===== config.mk =====
export PLATFORM = sky130hd
export DESIGN_NAME = bit_serializer
export DESIGN_NICKNAME = d
export VERILOG_FILES = /design/src/rtl/bit_serializer.sv
export SDC_FILE = /design/constraint.sdc
export NUM_CORES = 1
export LEC_CHECK = 0
export CORE_MARGIN = 5
export CORE_UTILIZATION = 35
export DETAILED_ROUTE_END_ITERATION = 8
export DONT_BUFFER_PORTS = 1
export SLEW_MARGIN = 20
export SYNTH_ARGS = -nofsm -noshare
export SYNTH_HDL_FRONTEND = slang
export SYNTH_SLANG_ARGS = --single-unit

===== constraint.sdc =====
create_clock -name clk -period 2.1 [get_ports clk]
set_input_delay 0.21 -clock clk [delete_from_list [all_inputs] [get_ports clk]]
set_output_delay 0.21 -clock clk [all_outputs]
set_load 0.02 [all_outputs]

===== src/rtl/bit_serializer.sv =====
// Parallel-to-serial front end for the sequence detector: valid/ready word input,
// one-word holding register, one bit per clock on ser_out with a sticky underrun flag.
module bit_serializer #(
    parameter int WIDTH     = 8,
    parameter bit MSB_FIRST = 1'b1
) (
    input  logic             clk,
    input  logic             rst,
    input  logic [WIDTH-1:0] in_data,
    input  logic             in_valid,
    output logic             in_ready,
    output logic             ser_out,
    output logic             ser_valid,
    output logic             busy,
    input  logic             stream_en,
    output logic             underrun,
    input  logic             clr_underrun
);

    localparam int CW = (WIDTH > 2) ? $clog2(WIDTH) : 1;
    localparam logic [CW-1:0] LAST_CNT = CW'(WIDTH - 1);

    localparam logic [0:0] IDLE  = 1'b0;
    localparam logic [0:0] SHIFT = 1'b1;

    logic [0:0]       state;
    logic [WIDTH-1:0] shreg;
    logic [WIDTH-1:0] hold;
    logic             hold_full;
    logic [CW-1:0]    bit_cnt;

    logic             accept;
    logic             last_bit;
    logic             word_gap;
    logic             out_bit;
    logic [WIDTH-1:0] shifted;

    assign in_ready = ~hold_full;
    assign accept   = in_valid & in_ready;
    assign last_bit = (bit_cnt == LAST_CNT);

    // A word finishing with nothing queued behind it leaves a hole in the stream.
    assign word_gap = (state == SHIFT) && last_bit && !hold_full && !accept;

    generate
        if (MSB_FIRST) begin : g_msb
            assign out_bit = shreg[WIDTH-1];
            assign shifted = {shreg[WIDTH-2:0], 1'b0};
        end else begin : g_lsb
            assign out_bit = shreg[0];
            assign shifted = {1'b0, shreg[WIDTH-1:1]};
        end
    endgenerate

    assign ser_valid = (state == SHIFT);
    assign ser_out   = (state == SHIFT) ? out_bit : 1'b0;
    assign busy      = (state == SHIFT) || hold_full;

    // On the last bit the held word wins over a fresh input word, which in turn
    // bypasses the holding register so back-to-back words leave no gap.
    always_ff @(posedge clk or negedge rst) begin
        if (!rst) begin
            state     <= IDLE;
            shreg     <= '0;
            hold      <= '0;
            hold_full <= 1'b0;
            bit_cnt   <= '0;
        end else begin
            case (state)
                IDLE: begin
                    if (hold_full) begin
                        shreg     <= hold;
                        hold_full <= 1'b0;
                        bit_cnt   <= '0;
                        state     <= SHIFT;
                    end else if (accept) begin
                        shreg   <= in_data;
                        bit_cnt <= '0;
                        state   <= SHIFT;
                    end
                end
                SHIFT: begin
                    if (!last_bit) begin
                        shreg   <= shifted;
                        bit_cnt <= bit_cnt + CW'(1);
                        if (accept) begin
                            hold      <= in_data;
                            hold_full <= 1'b1;
                        end
                    end else if (hold_full) begin
                        shreg     <= hold;
                        hold_full <= 1'b0;
                        bit_cnt   <= '0;
                    end else if (accept) begin
                        shreg   <= in_data;
                        bit_cnt <= '0;
                    end else begin
                        state <= IDLE;
                    end
                end
                default: state <= IDLE;
            endcase
        end
    end

    always_ff @(posedge clk or negedge rst) begin
        if (!rst) begin
            underrun <= 1'b0;
        end else if (word_gap && stream_en) begin
            underrun <= 1'b1;
        end else if (clr_underrun) begin
            underrun <= 1'b0;
        end
    end

endmodule


==> results of run 1 <==
## cell usage in the layout (no fill, tap or decap)
cell type,instances
mux2_4,8
nor2_1,2
inv_1,3
ha_1,2
clkbuf_4,3
nor3_1,1
dlygate4sd3_1,2
o21ai_1,1
and3_4,1
or2_2,1
a22o_1,2
a21oi_1,1
nand3_1,1
nand2_1,7
mux2i_1,1
nand2b_1,1
buf_4,2
dfrtp_1,22
nand4_1,1
a211oi_1,7
and2_1,1
nor2b_1,7
o21ai_0,16
nor2b_4,1
bufinv_16,1
buf_2,1
## cell families after synthesis
logic type,synth area share
flops,0.522
compound gates,0.152
mux,0.123
fa+ha+maj,0.0237
simple gates,0.130
buf+inv,0.0486
## per-layer routing
layer  global-route usage  part of all wire  wire length [um]  vias up
met5                    0                 0                 0        -
met4               0.0554             0.014                29        0
met3               0.0277             0.050               106        2
met2                0.170              0.48              1020       11
met1                0.150              0.46               964      329
li1                     -                 -                 -      328
## critical path, delay by kind of cell, from the launching register on
kind	cells	cell delay (ns)
simple gates	2	0.43
fa+ha+maj	2	0.42
flops	1	0.42
mux	1	0.31
## state kept, by name, summed over array words and instances, names as in the netlist
name and cells:
bit_cnt 3, shreg 8, ser_valid 1, underrun 1, hold 8, hold_full 1
## power breakdown
part           total (W)  leakage (nW)  internal [W]  switching (W)
combinational   0.000461         0.205      0.000258       0.000203
clock           0.000326        0.0279      0.000193       0.000134
sequential      0.000707         0.271      0.000593       0.000114
## stage by stage
| step | total power (W) | cells | cell area, sq um | util |
|---|---|---|---|---|
| floorplan | 0.00108 | 93 | 1050 | - |
| global placement | 0.00115 | 122 | 1070 | 0.360 |
| detailed placement | 0.00117 | 122 | 1070 | 0.360 |
| CTS | 0.00151 | 128 | 1140 | 0.384 |
| global route | 0.00160 | 129 | 1150 | 0.386 |
| finish | 0.00149 | 129 | 1150 | 0.386 |
## layout make-up
| cell class | instances | area, sq um | area share |
|---|---|---|---|
| sequential | 22 | 551 | 0.479 |
| multi-input combinational | 62 | 453 | 0.394 |
| clock buffer | 3 | 22.5 | 0.0196 |
| clock inverter | 1 | 30.0 | 0.0261 |
| tap | 33 | 41.3 | 0.0359 |
| inverter | 3 | 11.3 | 0.00980 |
| timing repair buffer | 5 | 40.0 | 0.0349 |
## worst max-delay path by stage
| stage | startpoint | end | cells after the start |
|---|---|---|---|
| after floorplan | bit_cnt[0]$_DFF_PN0_ | hold[0]$_DFFE_PN0P_ | 6 |
| after CTS | bit_cnt[0]$_DFF_PN0_ | hold[1]$_DFFE_PN0P_ | 5 |
| after global routing | bit_cnt[0]$_DFF_PN0_ | hold[2]$_DFFE_PN0P_ | 5 |
| after global placement | bit_cnt[0]$_DFF_PN0_ | hold[4]$_DFFE_PN0P_ | 5 |
| after detailed placement | bit_cnt[0]$_DFF_PN0_ | hold[1]$_DFFE_PN0P_ | 5 |
| final | bit_cnt[0]$_DFF_PN0_ | hold[3]$_DFFE_PN0P_ | 5 |
==> metrics, run 1 <==
Main synth FF type dfrtp_1; Min-Delay Path Depth 1; Area Growth Syn to Fin 8.90%; final hold vios 0; Crit path top cell by count ha_1; Net Count, Synth 108; Starting Density 0.354; number of global-route vias before repair 708; routed len/inst roughly 16 um; Async SR Flop Fraction 1.00; r2r worst-path depth 5; # fillers 297; Pwr Density 1300 mW/mm^2; Slew HR 0.668; CTS Hold Bufs 2; syn_area_per_cell 11.3 sq um; WP data required around 2.3 ns; synth cell count leaders 22 x dfrtp_1, 16 x o21ai_0, 8 x mux2_4; Final nets between 100 and 150; Post-synth EDFFs 0; setup TNS 0 ns; DRC Markers 0; CP peak stage delay 0.42 ns; f_max 0.591 GHz; CTS root buffer clkbuf_4; CTS tree yes; count leader, synth dfrtp_1; die area 0.00421 sq mm; I/O pin count 18; grt ovf 0; first-pass GRT wire length 3.63 mm; Antenna Nets Post-Route 0; yosys warns 0; Worst setup EP type flip-flop; CP Data Arrival Time approximately 1.9 ns; Vias 670; Core Region 0.00298 sq mm; # setup viols final 0; GP Congestion around 0.75; Tcrit/Tclk final 0.806; leading post-synthesis cells by cell area dfrtp_1 52%, mux2_4 11%, o21ai_0 7.6%; Max Cap Viol 0; H-tree levels 1; final WL about 2.1 mm; count of input and output buffers 0; Worst-Margin Slew 0.497 ns; Distinct cells, synth 25; worst skew pair latency 0.31 ns; Setup CP Type flip-flop to flip-flop; Die X-Extent 64.9 um; CTS Sinks 22; worst-path cell chain ha_1 -> ha_1 -> nor2b_4 -> and3_4 -> mux2_4; total of flip-flops plus latches after synthesis 22; diode count 0; Min-Delay Startpoint in_data[7]; Seq/Total Area, Yosys 0.522; post-place setup slack roughly 0.42 ns; clk buf depth 2; critical register-to-register path startpoint bit_cnt[0]$_DFF_PN0_; clock skew 0.00584 ns; row count 20; antenna violations before repair 0; post-CTS setup buffers 0; layout cells sized above 1 0.188; HP Class primary input to flip-flop; RSZ-0062 raised after global routing false; pins over their slew limit 0; number of iterations in the first detailed-routing pass 4; Synth top area share 0.522; Lkg Pwr 0.504 nW; Yosys top cell by area dfrtp_1; RR Endpoint hold[3]$_DFFE_PN0P_; Worst setup SP type flip-flop; drt initial violations 26; Fin Hold WS 0.0372 ns; CTS buffer count 3; DR vias/cell 5.19; register-to-register path setup slack 0.41 ns; Crit Path Max Fanout 8; setup ws final about 0.41 ns; Tmin final around 1.7 ns; Resized Gates After CTS 0; DIE HEIGHT approximately 65 um; Mapped Area 0.00105 sq mm; GRT Total Usage 0.113; status complete, no violations; largest net degree at the start of global routing 23; Hold Path End hold[7]$_DFFE_PN0P_; peak supply drop 255 uV; Synth Instances 93; Clock transition at path regs 0.13 ns; CP max-delay cell dfrtp_1; DP Wirelength roughly 1.4 mm
Note: power is estimated with default switching activity, not from simulation.
==> run 2: changes to the inputs <==
clock period = 1.4 ns   (was 2.1 ns; I/O delays follow)
==> run 2 against run 1 <==
The run now ends with hold timing, setup timing left. Count of clock-buffer cells in the layout stayed put. Core utilization rose by 5.2 points. Register-to-register slack got worse by 0.58 ns. Die area unchanged. Combinational power increased by 88%. Worst setup slack worse by 0.58 ns. Sequential share of layout area is 5.7 points lower. Worst hold slack got worse by 0.079 ns. Clock power up 50%. Sequential power up 44%.
==> metrics, run 2 (synthesis gave the netlist of run 1 again) <==
routed len/inst 15.3 um; Cells after DPL 126; CP peak stage delay 0.41 ns; diode count 0; WP buf/inv 0; area occupied by registers 551 sq um; I/O pin count 18; clock skew 0.00105 ns; CP Data Arrival Time 1.79 ns; # fillers 284; largest registers hold: 8 flops, shreg: 8 flops, bit_cnt: 3 flops; Antenna Nets Post-Route 0; Crit Path Max Fanout 8; GRT Total Usage 0.119; peak supply drop 846 uV; Pwr Density ~1800 mW/mm^2; layout cells sized above 1 0.243; post-layout util 0.438; Area Growth Syn to Fin 23.6%; antenna violations before repair 0; worst-path cell chain ha_2 -> ha_4 -> nor2b_4 -> and3_4 -> mux2_4; failing checks hold timing, setup timing; final hold vios 1; Die X-Extent about 65 um; grt ovf 0; first-pass GRT wire length 3.91 mm; CTS root buffer clkbuf_4; largest net degree at the start of global routing 23; Clock transition at path regs 0.12 ns; delay-heaviest family, CP flip-flops; DIE HEIGHT 64.9 um; Worst-Margin Slew 0.488 ns; number of iterations in the first detailed-routing pass 4; status finished, violations left; most common cell after layout, fill and taps aside dfrtp_1; post-route cell area 0.00130 sq mm; CTS tree yes; CTS buffer count 3; Final nets 127; DR vias/cell 5.35; Tcrit/Tclk final 1.13; clk buf depth 2; HP Class primary input to flip-flop; CTS Sinks 22; H-tree levels 1; Max Cap Viol 0; Vias around 770; Slew HR 0.675; Lkg Pwr 0.568 nW; # setup viols final 19; commonest cells after routing, fill and taps aside 22 x dfrtp_1, 16 x o21ai_0, 11 x dlygate4sd3_1; Worst setup EP type flip-flop; drt initial violations 22; setup ws final -0.176 ns; CP max-delay cell dfrtp_1; area of the multi-input gates 473 sq um; die area approximately 0.0042 sq mm; DRC Markers 0; pins over their slew limit 0; worst skew pair latency approximately 0.31 ns; count of input and output buffers 0; GP Congestion 0.754; placed cell areas 0.00112 sq mm; Starting Density 0.354; WP data required approximately 1.6 ns; final WL ~2.2 mm; Tmin final 1.58 ns; Worst setup SP type flip-flop; Setup CP Type flip-flop to flip-flop; non-filler instance count after layout ~140; RSZ-0062 raised after global routing true; Core Region roughly 0.0030 sq mm; f_max between 0.6 and 0.7 GHz; Fin Hold WS -0.0418 ns; DP Wirelength 1.41 mm; number of global-route vias before repair 828; row count 20
## run 2: cell count changes in the layout (fill, tap and decap cells not counted)
cell,delta
dlygate4sd3_1,+9
buf_4,+6
ha_1,-2
ha_2,+1
ha_4,+1
nand2b_1,-1
nand2b_2,+1
or2_2,-1
or2_4,+1
## run 2: where the power goes
part	leakage (nW)	switching (W)	total, W	internal [W]
Sequential	0.271	0.000135	0.00102	0.000890
Clock	0.0279	0.000200	0.000490	0.000289
Combinational	0.269	0.000372	0.000866	0.000494
## run 2: what timing repair did
action / CTS / global route
hold buffers: 11 / 1
buffers inserted: 2 / 0
setup endpoints to repair: 21 / 21
gates resized for setup: 2 / 0
pin swaps: 3 / 2
hold endpoints to repair: 33 / 23
## run 2: worst register-to-register path: stages, from the launching register on
cell and delay, ns:
dfrtp_1 0.41, ha_2 0.20, ha_4 0.16, nor2b_4 0.10
and3_4 0.29, mux2_4 0.32
## run 2: worst paths after layout
kind	start	to	slack, ns	cells past startpoint
max	bit_cnt[1]$_DFF_PN0_	hold[3]$_DFFE_PN0P_	-0.18	5
min	in_valid	ser_valid$_DFF_PN0_	-0.04	2
max reg2reg	bit_cnt[1]$_DFF_PN0_	hold[3]$_DFFE_PN0P_	-0.18	5
min reg2reg	shreg[6]$_DFF_PN0_	shreg[7]$_DFF_PN0_	0.50	2
max in group asynchronous	rst	bit_cnt[2]$_DFF_PN0_	0.75	2
min in group asynchronous	rst	hold[3]$_DFFE_PN0P_	0.32	2
## run 2: per-stage QoR
stage / setup WS (ns) / power, W / setup TNS, ns
after floorplan: -0.132 / 0.00165 / -1.05
after global placement: -0.152 / 0.00180 / -2.22
after detailed placement: -0.186 / 0.00182 / -2.80
after CTS: -0.186 / 0.00241 / -2.16
after global routing: -0.220 / 0.00256 / -3.36
final: -0.176 / 0.00238 / -2.04
## run 2: layer usage
| metal | vias up | GRT usage | part of all wire |
|---|---|---|---|
| li1 | 361 | - | - |
| met1 | 374 | 0.149 | 0.44 |
| met2 | 27 | 0.197 | 0.49 |
| met3 | 9 | 0.0191 | 0.041 |
| met4 | 0 | 0.0607 | 0.027 |
| met5 | - | 0 | 0 |
## run 2: cell type report
cell class,count,area share
clock buffers,3,0.0173
clock inverters,1,0.0230
inverters,3,0.00864
multi-input cells,62,0.363
flip-flops and latches,22,0.422
well taps,33,0.0317
repair buffers,20,0.134
